--- config.mk ---
export PLATFORM = sky130hd
export DESIGN_NAME = hps_data_out_ringctl
export DESIGN_NICKNAME = d
export VERILOG_FILES = /design/src/rtl/hps_ring_pkg.sv /design/src/rtl/hps_ring_level.sv /design/src/rtl/hps_data_out_ringctl.sv
export SDC_FILE = /design/constraint.sdc
export NUM_CORES = 1
export LEC_CHECK = 0
export CORE_UTILIZATION = 55
export CTS_BUF_LIST = sky130_fd_sc_hd__clkbuf_8
export CTS_CLUSTER_DIAMETER = 30
export DETAILED_ROUTE_END_ITERATION = 7
export DONT_BUFFER_PORTS = 1
export PLACE_DENSITY_LB_ADDON = 0.2
export SKIP_CTS_REPAIR_TIMING = 1
export SYNTH_ARGS = -nofsm -noshare
export SYNTH_HDL_FRONTEND = slang
export SYNTH_SLANG_ARGS = --single-unit
--- constraint.sdc ---
create_clock -name clk -period 4.3 [get_ports clk]
set_clock_uncertainty 0.1 [all_clocks]
set_input_delay 0.43 -clock clk [delete_from_list [all_inputs] [get_ports clk]]
set_output_delay 0.43 -clock clk [all_outputs]
set_load 0.02 [all_outputs]
--- src/rtl/hps_ring_pkg.sv ---
// rtl/hps_ring_pkg.sv - shared constants for the HPS/FPGA ring-buffer controllers
// Purpose: default pointer/data widths, status-word bit positions and drop counter width.
//   The status layout below assumes ADDR_W <= 9 so the pointer field never overlaps the flags.
// Ports: none (package).
package hps_ring_pkg;
  localparam int ADDR_W_DEF  = 9;
  localparam int DATA_W_DEF  = 32;
  localparam int DROP_W      = 16;

  localparam int ST_EMPTY    = 9;
  localparam int ST_FULL     = 10;
  localparam int ST_OVF      = 11;
  localparam int ST_PERR     = 12;
  localparam int ST_DROP_LSB = 16;
endpackage

--- src/rtl/hps_ring_level.sv ---
// rtl/hps_ring_level.sv - fill level and full/empty flags of a power-of-two ring
// Purpose: level = (wr_ptr - rd_ptr) mod 2**ADDR_W; one slot is kept unused so
//   level==0 means empty and level==DEPTH-1 means full.
// Ports:
//   wr_ptr  in  ADDR_W  producer pointer (next slot to write)
//   rd_ptr  in  ADDR_W  consumer pointer (next slot to read)
//   level   out ADDR_W  occupied entries
//   empty   out 1       level == 0
//   full    out 1       level == DEPTH-1
module hps_ring_level #(
  parameter int ADDR_W = 9
) (
  input  logic [ADDR_W-1:0] wr_ptr,
  input  logic [ADDR_W-1:0] rd_ptr,
  output logic [ADDR_W-1:0] level,
  output logic              empty,
  output logic              full
);
  // Modular subtraction: truncation to ADDR_W bits performs the wrap.
  assign level = wr_ptr - rd_ptr;
  assign empty = (level == '0);
  assign full  = &level;
endmodule

--- src/rtl/hps_data_out_ringctl.sv ---
// rtl/hps_data_out_ringctl.sv - FPGA-side producer for the HPS-drained data_out ring
// Purpose: writes an accepted sample stream into an external dual-port RAM, tracks
//   the HPS read pointer, and reports fill, drop, pointer-error and threshold IRQ status.
// Ports:
//   clk, reset_n            clock, async active-low reset
//   enable, clear           capture enable; 1-cycle clear of buffer and sticky status
//   rd_ptr                  HPS read pointer (same clock domain)
//   s_valid/s_data/s_ready  sample input stream
//   ram_we/ram_addr/ram_wdata  RAM write port (combinational, zero latency)
//   irq_ack, irq            IRQ acknowledge pulse and threshold interrupt
//   status                  {drop_cnt, 3'b0, ptr_err, overflow, full, empty, wr_ptr}
module hps_data_out_ringctl
  import hps_ring_pkg::*;
#(
  parameter int ADDR_W       = ADDR_W_DEF,
  parameter int DATA_W       = DATA_W_DEF,
  parameter int IRQ_THRESH   = 256,
  parameter int DROP_ON_FULL = 1
) (
  input  logic              clk,
  input  logic              reset_n,
  input  logic              enable,
  input  logic              clear,
  input  logic [ADDR_W-1:0] rd_ptr,
  input  logic              s_valid,
  input  logic [DATA_W-1:0] s_data,
  output logic              s_ready,
  output logic              ram_we,
  output logic [ADDR_W-1:0] ram_addr,
  output logic [DATA_W-1:0] ram_wdata,
  input  logic              irq_ack,
  output logic              irq,
  output logic [31:0]       status
);
  localparam bit             DROP_EN = (DROP_ON_FULL != 0);
  localparam logic [ADDR_W:0] THRESH = IRQ_THRESH[ADDR_W:0];

  logic [ADDR_W-1:0] wr_ptr;
  logic [ADDR_W-1:0] level;
  logic              empty;
  logic              full;
  logic [DROP_W-1:0] drop_cnt;
  logic              overflow;
  logic              ptr_err;

  // Previous-cycle snapshot used to spot illegal read-pointer moves.
  logic [ADDR_W-1:0] prev_level;
  logic [ADDR_W-1:0] prev_rd;
  logic              prev_we;
  logic              prev_vld;

  logic wr_fire;
  logic drop_fire;
  logic perr_hit;
  logic level_ge;

  hps_ring_level #(.ADDR_W(ADDR_W)) u_level (
    .wr_ptr (wr_ptr),
    .rd_ptr (rd_ptr),
    .level  (level),
    .empty  (empty),
    .full   (full)
  );

  // Clear discards any same-cycle sample without counting it as a drop.
  assign wr_fire   = enable & s_valid & ~full & ~clear;
  assign drop_fire = DROP_EN & enable & s_valid & full & ~clear;
  assign s_ready   = enable & (DROP_EN | ~full);

  assign ram_we    = wr_fire;
  assign ram_addr  = wr_ptr;
  assign ram_wdata = s_data;

  assign level_ge  = ({1'b0, level} >= THRESH);

  // Level can legally grow by at most the one write of the previous cycle; any
  // larger growth coinciding with an rd_ptr change means software moved it
  // backwards or past wr_ptr.
  assign perr_hit  = prev_vld & (rd_ptr != prev_rd) &
                     ({1'b0, level} > ({1'b0, prev_level} + {{ADDR_W{1'b0}}, prev_we}));

  always_comb begin
    status                          = '0;
    status[ADDR_W-1:0]              = wr_ptr;
    status[ST_EMPTY]                = empty;
    status[ST_FULL]                 = full;
    status[ST_OVF]                  = overflow;
    status[ST_PERR]                 = ptr_err;
    status[ST_DROP_LSB +: DROP_W]   = drop_cnt;
  end

  always_ff @(posedge clk or negedge reset_n) begin
    if (!reset_n) begin
      wr_ptr     <= '0;
      drop_cnt   <= '0;
      overflow   <= 1'b0;
      ptr_err    <= 1'b0;
      irq        <= 1'b0;
      prev_level <= '0;
      prev_rd    <= '0;
      prev_we    <= 1'b0;
      prev_vld   <= 1'b0;
    end else begin
      prev_level <= level;
      prev_rd    <= rd_ptr;
      prev_we    <= wr_fire;
      // The cycle after a clear has no meaningful history to compare against.
      prev_vld   <= ~clear;
      if (clear) begin
        wr_ptr   <= rd_ptr;
        drop_cnt <= '0;
        overflow <= 1'b0;
        ptr_err  <= 1'b0;
        irq      <= 1'b0;
      end else begin
        if (wr_fire) wr_ptr <= wr_ptr + 1'b1;
        if (drop_fire) begin
          overflow <= 1'b1;
          if (drop_cnt != '1) drop_cnt <= drop_cnt + 1'b1;
        end
        if (perr_hit) ptr_err <= 1'b1;
        // Ack wins in its own cycle; the level re-sets irq on the following edge.
        if (irq_ack)       irq <= 1'b0;
        else if (level_ge) irq <= 1'b1;
      end
    end
  end
endmodule

==> out/qor.csv <==
stage,metric,value,unit
status,status,"finished, final reports clean",
placement,place.port_buffers,0,
clocking,numClockSinks,48,
floorplanning,start_util,0.5754,
setup_path,worst_ep_required_time,3.77,ns
routing,drc,0,
pwr,powerDensity,375.1,nW/um^2
routing,vias,2581,
setup_path,critPathCaptureType,output pin,
synthesis,syn_area_per_cell,9.313,um^2
timing,fmax,0.2680,GHz
floorplanning,ioPinCount,123,
global_routing,first_global_vias,2434,
synthesis,async_flop_share,1.000,
placement,dp_cells,389,
routing,routed_wl,7.377,mm
setup_path,cp-start-kind,register,
floorplanning,rows,28,
floorplanning,die_w,80.94,um
global_routing,grt_pass1_wl,11.66,mm
routing,drtPass1Iterations,6,
setup_path,crit_type,reg2out,
pwr,ir_worst_vdd,0.0002699,V
routing,wl_per_cell,18.49,um
clocking,clock_latency,0.31,ns
pwr,p_int,0.0008098,W
finish,fin_area,3292,um^2
clocking,cts_tree,built,
floorplanning,core_area,5956,um^2
timing,rsz0062_at_grt,no,
setup_path,critPathMaxFanout,24,
timing,relSlewSlack,0.5100,
global_routing,grtUsageMet2,0.3748,
finish,antennaDiodeCount,0,
timing,hold_slack,0.04529,ns
global_routing,overflow,0,
finish,num-nets-final,392,
finish,fin_cells,399,
routing,detail-route-antenna-nets,0,
global_routing,met3_usage,0.05618,
clocking,clock_path_buffers,2,
pwr,power_frac_clock,0.276,
synthesis,synth_edf_count,0,
synthesis,synthCells,368,
placement,place_area,3139,um^2
pwr,power_frac_seq,0.447,
timing,period_minus_slack,3.731,ns
timing,finalCritPeriodShare,0.8677,
clocking,cts.htree.levels,2,
floorplanning,die_h,80.94,um
pwr,finalPower,0.001235,W
worst_hold_path,hold_class,in2reg,
global_routing,antenna_found_initial,0,
timing,finalSetupViolations,0,
clocking,clk_pin_slew_worst_paths,0.09,ns
floorplanning,dieArea,6550,um^2
global_routing,grtUsageTotal,0.2315,
finish,drive_gt1_frac,0.07099,
clocking,cts_made_buffers,5,
clocking,cts-root-buf,clkbuf_8,
pwr,p_leak,1.325,nW
finish,area_growth,-3.943,%
placement,dp_hpwl,5.255,mm
run,maxCapViolCount,0,
pwr,pwr-share-comb,0.277,
synthesis,synth_cell_types,61,
synthesis,synth_top_flop_cell,dfrtp_1,
synthesis,synth.ff_latch_count,48,
synthesis,syn_area,3427,um^2
placement,gp_congestion,0.8446,
finish,final_cell_mix,"dfrtp_1 (48), a21oi_1 (22), ha_1 (21)",
global_routing,use_met1,0.3088,
pwr,p_sw_frac,0.3442,
setup_path,critPathArrivalTime,3.20,ns
synthesis,seq_area_frac_synth,0.3505,
timing,tns,0,ns
timing,finalMaxSlewViolations,0,
routing,drtIter0Drc,193,
timing,finalHoldViolations,0,
routing,viasPerCell,6.469,
timing,tightest_slew,0.7283,ns
pwr,switching_power,0.0004250,W
global_routing,top_usage_layer,met2,
global_routing,grt_start_max_net_pins,49,
finish,layout_commonest_cell,dfrtp_1,
synthesis,yosys_warnings,0,
==> kinds of logic after synthesis <==
| family | count (synthesis) | synth area share |
|---|---|---|
| XOR/XNOR | 19 | 0.05404 |
| buffers and inverters | 79 | 0.1431 |
| flip-flops | 48 | 0.3505 |
| other | 1 | 0.001094 |
| AND/OR/NAND/NOR | 118 | 0.2081 |
| multiplexers | 1 | 0.003286 |
| adder cells (fa/ha/maj) | 22 | 0.08251 |
| AO/OA/AOI/OAI | 80 | 0.1574 |
==> metal layers <==
layer,routed length [um],vias to the layer above,share of wire
met5,0,-,0
met1,3401,1242,0.46
li1,-,1218,-
met4,82,0,0.011
met3,485,17,0.066
met2,3407,104,0.46
==> cell type report <==
class	instances	area, um^2
fillers	531	2664
multi-input cells	243	1743
flip-flops and latches	48	1201
well taps	75	93.84
inverters	19	71.32
clock buffers	5	68.82
repair buffers	6	67.56
clock inverters	3	46.29
==> path summary, 6_finish.rpt <==
check,start,end,slack (ns),depth (start not counted)
max,ram_addr[4],ram_we,0.57,8
min,rd_ptr[4],prev_rd[4],0.05,0
max reg2reg,ram_addr[4],drop_cnt[15],1.01,8
min reg2reg,overflow,overflow,0.56,2
max in group asynchronous,reset_n,ram_addr[2],3.36,2
min in group asynchronous,reset_n,drop_cnt[6],0.52,2
==> cell usage after synthesis (all sizes together), types with 4 or more instances <==
cell type	instances	area, um^2
o21ai	10	50.05
dfrtp	48	1201
nand2	12	45.04
a21oi	23	118.9
a31oi	4	25.02
xor2	10	87.58
nor3	4	25.02
and2	4	25.02
nand3	17	90.09
o31ai	12	90.09
and3	9	61.31
buf	53	392.9
clkbuf	7	26.28
o211ai	10	75.07
xnor2	9	97.60
nor4	6	37.54
nor2b	4	25.02
nand4	14	102.6
or4	16	120.1
ha	21	262.8
nor2	16	60.06
inv	18	67.56
==> sequential cells by signal (all words and copies together) (netlist names) <==
signal,flops
prev_level,9
prev_rd,9
drop_cnt,16
ram_addr,9
prev_vld,1
prev_we,1
irq,1
ptr_err,1
overflow,1
==> power by group through the flow <==
stage	sequential [W]	combinational, W	clock [W]
floorplan	0.000542	0.000330	0
global placement	0.000559	0.000320	0
detailed placement	0.000561	0.000325	0
CTS	0.000552	0.000327	0.000350
global route	0.000559	0.000380	0.000366
finish	0.000552	0.000342	0.000341
==> critical path, stage by stage, from the launching register on <==
cell,delay (ns)
dfrtp_1,0.70
ha_1,0.42
a21o_1,0.24
a221oi_1,0.30
nand3_2,0.17
and4_4,0.23
and3_4,0.26
nand2b_1,0.19
nor2_1,0.39
==> per-stage QoR <==
step | utilization | setup WS (ns)
5_1_grt | 0.5527 | 0.3689
6_report | 0.5527 | 0.5687
4_1_cts | 0.5464 | 0.5513
3_3_place_gp | 0.5271 | 0.9527
2_1_floorplan | - | 1.017
3_5_place_dp | 0.5271 | 0.8984
(Power assumes the default switching activity.)
